### src/rtl/symbol_serializer.sv
// symbol_serializer: transmit side of the serial symbol link.
// Accepts 2-bit symbols over a valid/ready handshake and buffers them in a
// DEPTH-entry FIFO. Each symbol goes out on `x` as a prefix code, one bit per
// clock, MSB first:
//   0 -> "0", 1 -> "10", 2 -> "110", 3 -> "111".
// Ports:
//   clk        system clock, rising edge
//   reset      synchronous active-high reset
//   sym_in     symbol to send (0..3)
//   sym_valid  sym_in is valid
//   sym_ready  FIFO can accept (combinational: !full && !reset)
//   pause      freezes the serializer; the FIFO still accepts pushes
//   x          serial code bit (registered)
//   x_valid    x carries a code bit this cycle (registered)
//   busy       x_valid || FIFO non-empty (combinational)
//   sym_count  symbols fully emitted, modulo 2^CNT_W (registered)
module symbol_serializer #(
  parameter int unsigned DEPTH = 4,
  parameter int unsigned CNT_W = 8
) (
  input  logic             clk,
  input  logic             reset,
  input  logic [1:0]       sym_in,
  input  logic             sym_valid,
  output logic             sym_ready,
  input  logic             pause,
  output logic             x,
  output logic             x_valid,
  output logic             busy,
  output logic [CNT_W-1:0] sym_count
);

  // Pointer carries one extra wrap bit so full and empty are distinguishable.
  localparam int unsigned AW = $clog2(DEPTH);
  localparam int unsigned PW = AW + 1;

  typedef enum logic {
    IDLE = 1'b0,
    SEND = 1'b1
  } state_e;

  // FIFO storage and pointers
  logic [1:0]    mem_q [DEPTH];
  logic [PW-1:0] wr_ptr_q, wr_ptr_d;
  logic [PW-1:0] rd_ptr_q, rd_ptr_d;
  logic          full;
  logic          empty;
  logic          push;
  logic          pop;

  // Serializer state
  state_e           state_q, state_d;
  logic [2:0]       shift_q, shift_d;
  logic [1:0]       rem_q, rem_d;
  logic             x_q, x_d;
  logic             x_valid_q, x_valid_d;
  logic [CNT_W-1:0] cnt_q, cnt_d;

  // Head-of-FIFO code lookup
  logic [1:0] head_sym;
  logic [2:0] head_code;
  logic [1:0] head_len;

  // Full when the index bits match but the wrap bits differ.
  assign empty     = (wr_ptr_q == rd_ptr_q);
  assign full      = (wr_ptr_q[AW] != rd_ptr_q[AW]) &&
                     (wr_ptr_q[AW-1:0] == rd_ptr_q[AW-1:0]);
  // Registered-full policy: a pop in the same cycle does not open the gate.
  assign sym_ready = !full && !reset;
  assign push      = sym_valid && sym_ready;

  assign wr_ptr_d  = push ? wr_ptr_q + PW'(1) : wr_ptr_q;
  assign rd_ptr_d  = pop  ? rd_ptr_q + PW'(1) : rd_ptr_q;

  // FIFO write port; contents need no reset since the pointers gate reads.
  always_ff @(posedge clk) begin
    if (push) begin
      mem_q[wr_ptr_q[AW-1:0]] <= sym_in;
    end
  end

  assign head_sym = mem_q[rd_ptr_q[AW-1:0]];

  // Prefix code left-aligned in 3 bits so bit 2 always leaves first.
  always_comb begin
    head_code = 3'b111;
    head_len  = 2'd3;
    case (head_sym)
      2'd0: begin
        head_code = 3'b000;
        head_len  = 2'd1;
      end
      2'd1: begin
        head_code = 3'b100;
        head_len  = 2'd2;
      end
      2'd2: begin
        head_code = 3'b110;
        head_len  = 2'd3;
      end
      default: begin
        head_code = 3'b111;
        head_len  = 2'd3;
      end
    endcase
  end

  // Next-state and output logic. rem counts bits still to send after the one
  // currently on x; IDLE <=> rem==0. When the last bit leaves (rem 1->0) the
  // FSM returns to IDLE and may pop the next symbol on the following edge,
  // giving gap-free back-to-back output.
  always_comb begin
    state_d   = state_q;
    shift_d   = shift_q;
    rem_d     = rem_q;
    x_d       = 1'b0;
    x_valid_d = 1'b0;
    cnt_d     = cnt_q;
    pop       = 1'b0;

    // Pause freezes shift/rem/read side and idles the line.
    if (!pause) begin
      case (state_q)
        IDLE: begin
          if (!empty) begin
            pop       = 1'b1;
            x_d       = head_code[2];
            x_valid_d = 1'b1;
            shift_d   = {head_code[1:0], 1'b0};
            rem_d     = head_len - 2'd1;
            if (head_len == 2'd1) begin
              cnt_d = cnt_q + CNT_W'(1);
            end else begin
              state_d = SEND;
            end
          end
        end
        SEND: begin
          x_d       = shift_q[2];
          x_valid_d = 1'b1;
          shift_d   = {shift_q[1:0], 1'b0};
          rem_d     = rem_q - 2'd1;
          if (rem_q == 2'd1) begin
            cnt_d   = cnt_q + CNT_W'(1);
            state_d = IDLE;
          end
        end
        default: begin
          state_d = IDLE;
          rem_d   = 2'd0;
        end
      endcase
    end
  end

  // State registers; reset drops any partial symbol and all queued entries.
  always_ff @(posedge clk) begin
    if (reset) begin
      state_q   <= IDLE;
      shift_q   <= 3'd0;
      rem_q     <= 2'd0;
      x_q       <= 1'b0;
      x_valid_q <= 1'b0;
      cnt_q     <= '0;
      wr_ptr_q  <= '0;
      rd_ptr_q  <= '0;
    end else begin
      state_q   <= state_d;
      shift_q   <= shift_d;
      rem_q     <= rem_d;
      x_q       <= x_d;
      x_valid_q <= x_valid_d;
      cnt_q     <= cnt_d;
      wr_ptr_q  <= wr_ptr_d;
      rd_ptr_q  <= rd_ptr_d;
    end
  end

  assign x         = x_q;
  assign x_valid   = x_valid_q;
  assign sym_count = cnt_q;
  assign busy      = x_valid_q || !empty;

endmodule

### config.mk
export PLATFORM = sky130hd
export DESIGN_NAME = symbol_serializer
export DESIGN_NICKNAME = d
export VERILOG_FILES = /design/src/rtl/symbol_serializer.sv
export SDC_FILE = /design/constraint.sdc
export NUM_CORES = 1
export LEC_CHECK = 0
export CAP_MARGIN = 20
export CORE_MARGIN = 5
export CORE_UTILIZATION = 45
export DETAILED_ROUTE_END_ITERATION = 6
export PLACE_DENSITY_LB_ADDON = 0.05
export SLEW_MARGIN = 30
export SYNTH_ARGS = -nofsm -noshare
export SYNTH_HDL_FRONTEND = slang
export SYNTH_SLANG_ARGS = --single-unit
### constraint.sdc
create_clock -name clk -period 2.55 [get_ports clk]
set_input_delay 0.6375 -clock clk [delete_from_list [all_inputs] [get_ports clk]]
set_output_delay 0.6375 -clock clk [all_outputs]
set_load 0.01 [all_outputs]
# After elaboration in Yosys (flattened, before gate mapping)
# Memories as Yosys holds them, arrays and structs flattened. A register that Yosys moved wholly into a read port is not among the register bits.
# Index checks and enable logic that the tools add are counted.
# word_totals
ff_bits	22
mem_bits_rw	8
in_bits	6
output_inout_bits	12
wordCells	61
mem_count	1
# classes
add_sub_neg	5
eq_ne	10
muxes	24
bitwise_logic	2
reduce_logical	11
# mem_list
name	words	width	read_ports	rd_ports_with_merged_regs	write_ports	line	text
mem_q	4	2	1	1	1	43	logic [1:0] mem_q [DEPTH];
# ops
cell	count
8-bit 2-to-1 mux	3
8-bit one-hot mux with 2 select lines	1
1-bit 2-to-1 mux	9
3-bit one-hot mux with 3 select lines	1
8-bit by 1-bit adder with 8-bit output (second input constant)	1
2-bit one-hot mux with 2 select lines	2
3-bit by 1-bit adder with 3-bit output (second input constant)	2
2-bit by 1-bit == test with 1-bit output (second input constant)	3
2-bit 2-to-1 mux	3
1-bit one-hot mux with 2 select lines	3
3-bit one-hot mux with 2 select lines	1
2-bit != test (second input constant)	2
4-bit AND reduction	1
2-bit by 1-bit subtractor with 2-bit output (second input constant)	2
3-bit == test	1
1-bit logical AND	3
1-bit logical NOT	3
3-bit 2-to-1 mux	1
2-bit == test	1
2-bit == test (second input constant)	1
2-bit logical NOT	1
2-bit by 1-bit != test with 1-bit output (second input constant)	1
1-bit NOT	2
2-bit AND reduction	1
3 further kinds	3

# Longest topological paths before layout
# depth
depth_word	7
ltp_mapped	7

# Worst setup path before layout
# Ideal clock, no wire load.
# synth_path
path_type	input to output
start	input reset
end	output sym_ready
arrival_ns	1.254
t_required_ns	1.913
slack_ns	0.659
stages	3
n_path_buf	2
cell_sequence	clkbuf_1 clkbuf_1 a31oi_1
# synth_via
elab_chain_cells	2
# synth_rtl
element	line	text
start: declaration	22	input logic reset,
1-bit logical NOT	69	assign sym_ready = !full && !reset;
1-bit logical AND	69	
end: declaration	25	output logic sym_ready,
# No other way between the ends.

# Final worst setup path
# layout_path
start	register rd_ptr_q[0]
end	output busy
# layout_via
elab_chain_cells	3
# layout_rtl
element	line	text
start: declaration	45	logic [PW-1:0] rd_ptr_q, rd_ptr_d;
start signal: assignment	175	rd_ptr_q <= rd_ptr_d;
3-bit == test	65	assign empty = (wr_ptr_q == rd_ptr_q);
1-bit logical NOT	182	assign busy = x_valid_q || !empty;
1-bit logical OR	182	
end: declaration	29	output logic busy,
# No other way between the ends.

==> results.sh <==
export IMPL_yosys_warnings=0
export IMPL_avgSynthCellArea_sq_um=10.53
export IMPL_max_cap_violations=0
export IMPL_cellPowerDensity_nw_per_um2=647.7
export IMPL_numPortBuffers=17
export IMPL_clk_pin_slew_ps=100
export IMPL_synthesis_nets=148
export IMPL_die_x_um=66.20
export IMPL_tns_ps=0
export IMPL_crit_arrival_ps=1790
export IMPL_min_path_type="reg -> reg"
export IMPL_cts_buffers=5
export IMPL_cts_resized=1
export IMPL_hold_path_endpoint="shift_q[1]"
export IMPL_cts_root_buf="clkbuf_4"
export IMPL_rrSetupSlack_ps=580
export IMPL_cpMaxStageDelayCell="clkdlybuf4s50_1"
export IMPL_antenna_found_initial=0
export IMPL_firstDrtPassIters=4
export IMPL_slowest_delay_ps=530
export IMPL_vias_per_cell=5.024
export IMPL_post_cts_buffers=0
export IMPL_worstMarginPinSlew_ps=454.3
export IMPL_first_global_vias=1061
export IMPL_layout_nets=174
export IMPL_ys_flop_type="dfxtp_1"
export IMPL_crit_cells=4
export IMPL_syn_area_sq_um=1421
export IMPL_drtIter0Drc=62
export IMPL_crit_type="reg -> out"
export IMPL_drtAntennaViolNets=0
export IMPL_vdd_drop_max_mv=0.4195
export IMPL_rsz0062_at_grt="no"
export IMPL_syn_to_final_growth_pct=23.24
export IMPL_status="finished clean"
export IMPL_crit_start="rd_ptr_q[0]"
export IMPL_ctsHoldBuffers=0
export IMPL_path_max_fanout=5
export IMPL_crit_chain="xor2_2, nor3_4, nand2b_1, clkdlybuf4s50_1"
export IMPL_place_inst=198
export IMPL_core_sq_um=3053
export IMPL_cts_tree="done"
export IMPL_crit_family="buffers and inverters"
export IMPL_holdPathStages=2
export IMPL_io_pins=18
export IMPL_max_freq_mhz=411.7
export IMPL_start_util_pct=46.56
export IMPL_grt_pass1_wl_mm=4.650
export IMPL_fin_crit_sh_pct=95.26
export IMPL_hold_viol=0
export IMPL_hpwl_mm=1.953
export IMPL_insertion_delay_ps=330
export IMPL_antenna_cells=0
export IMPL_min_period_ps=2429
export IMPL_std_cell_rows=20
export IMPL_totalWireLength_mm=2.633
export IMPL_final_common_cell="dfxtp_1"
export IMPL_cp_required_ps=1910
export IMPL_layout_common_cells="dfxtp_1, clkdlybuf4s50_1, nor2_1"
export IMPL_synth_edf_count=8
export IMPL_slew_violations=0
export IMPL_overflow=0
export IMPL_rr_endpoint="sym_count[6]"
export IMPL_nFillCells=284
export IMPL_fin_cells=206
export IMPL_path_buf_inv=1
export IMPL_num_vias=1035
export IMPL_ys_ff_latch=31
export IMPL_leakagePower_nw=0.6317
export IMPL_grt_max_degree=25
export IMPL_final_setup_skew_ps=8.810
export IMPL_ys_seq_area_share_pct=49.30
export IMPL_clockBufferDepth=2
export IMPL_place_congestion=0.7741
export IMPL_slew_limit_headroom_pct=69.72
export IMPL_power_w=0.001135
export IMPL_synthCells=135
export IMPL_h_tree_depth=2
export IMPL_layout_drive_gt1_share_pct=14.81
export IMPL_cp_start_kind="flip-flop"
export IMPL_async_flop_share_pct=0
export IMPL_rr_worst_depth=5
export IMPL_clock_sinks=31
export IMPL_die_h_um=66.20
export IMPL_grt_total_usage_pct=14.02
export IMPL_drc=0
export IMPL_min_from="shift_q[1]"
export IMPL_wl_per_cell_um=12.78
export IMPL_die_area_sq_um=4382
export IMPL_final_setup_viol_count=0
export IMPL_ys_types=35
export IMPL_cp_end_kind="output port"
[worst max path at each step]
stage,end,slack (ps)
finish,busy,120
CTS,busy,60
global placement,sym_ready,160
global route,sym_ready,20
floorplan,sym_ready,660
detailed placement,sym_ready,130
[power breakdown]
part	total, W	leakage (nW)	switching (W)	internal (W)
Sequential	0.000582	0.260	0.0000384	0.000544
Combinational	0.000279	0.344	0.000141	0.000137
Clock	0.000274	0.0282	0.000168	0.000106
Total	0.00113	0.632	0.000347	0.000787
[tightest hold or removal path: stages (launching register included)]
cell and delay, ps:
dfxtp_1 320, nand2b_1 60, a21oi_1 50
[cell usage after synthesis (2+ instances only)]
cell type	number	area (sq um)
a211oi_1	4	30.03
a21oi_1	11	55.05
and2_1	5	31.28
clkbuf_1	3	11.26
dfxtp_1	23	460.4
edfxtp_1	8	240.2
ha_1	7	87.58
inv_1	8	30.03
mux2i_1	2	20.02
mux4_2	2	45.04
nand2_1	4	15.01
nand2b_1	2	12.51
nand3_1	3	15.01
nor2_1	14	52.55
nor3_1	5	25.02
o21ai_1	2	10.01
o31ai_1	3	22.52
or3_1	3	18.77
or4_1	2	15.01
xnor2_1	5	43.79
xor2_1	5	43.79
[state kept, by name, indices dropped and copies added (netlist names), named ones only]
register,count
rd_ptr_q,3
state_q,1
wr_ptr_q,3
sym_count,8
x,1
rem_q,2
mem_q,8
shift_q,2
x_valid,1
[final cells by class]
type                            count  area, sq um  share of cell area, %
Sequential cell                    31        700.7                  40.00
Multi-Input combinational cell     91        689.4                  39.36
Timing Repair Buffer               24        222.7                  12.71
Tap cell                           44        55.05                  3.143
Clock buffer                        6        41.29                  2.357
Inverter                            8        30.03                  1.714
Clock inverter                      2        12.51                 0.7143
[per-layer routing]
layer | vias up | GRT usage [%] | part of all wire [%]
li1 | 526 | - | -
met2 | 18 | 22.18 | 46
met3 | 7 | 4.592 | 4.4
met4 | 0 | 6.345 | 1.8
met1 | 484 | 17.16 | 48
met5 | - | 0 | 0
[metrics by stage]
| step | instance area (sq um) | setup WS, ps | util, % | hold slack [ps] |
|---|---|---|---|---|
| floorplan | 1421 | 658.8 | - | 446.2 |
| global placement | 1672 | 157.9 | 54.75 | 465.2 |
| detailed placement | 1672 | 131.0 | 54.75 | 463.4 |
| CTS | 1730 | 55.01 | 56.68 | 481.0 |
| global route | 1752 | 21.31 | 57.38 | 522.7 |
| finish | 1752 | 121.0 | 57.38 | 476.5 |
[cells by family (layout without fill, tap and decap cells)]
| logic type | after synthesis | in the layout | synth area share (%) |
|---|---|---|---|
| and+or+nand+nor | 44 | 44 | 16.99 |
| AOI/OAI and AO/OA | 25 | 25 | 11.97 |
| DFF | 31 | 31 | 49.30 |
| muxes | 5 | 5 | 5.369 |
| buffers and inverters | 13 | 40 | 4.049 |
| adders and majority gates | 7 | 7 | 6.162 |
| xor gates and xnor gates | 10 | 10 | 6.162 |
Note: power is estimated with default switching activity, not from simulation.
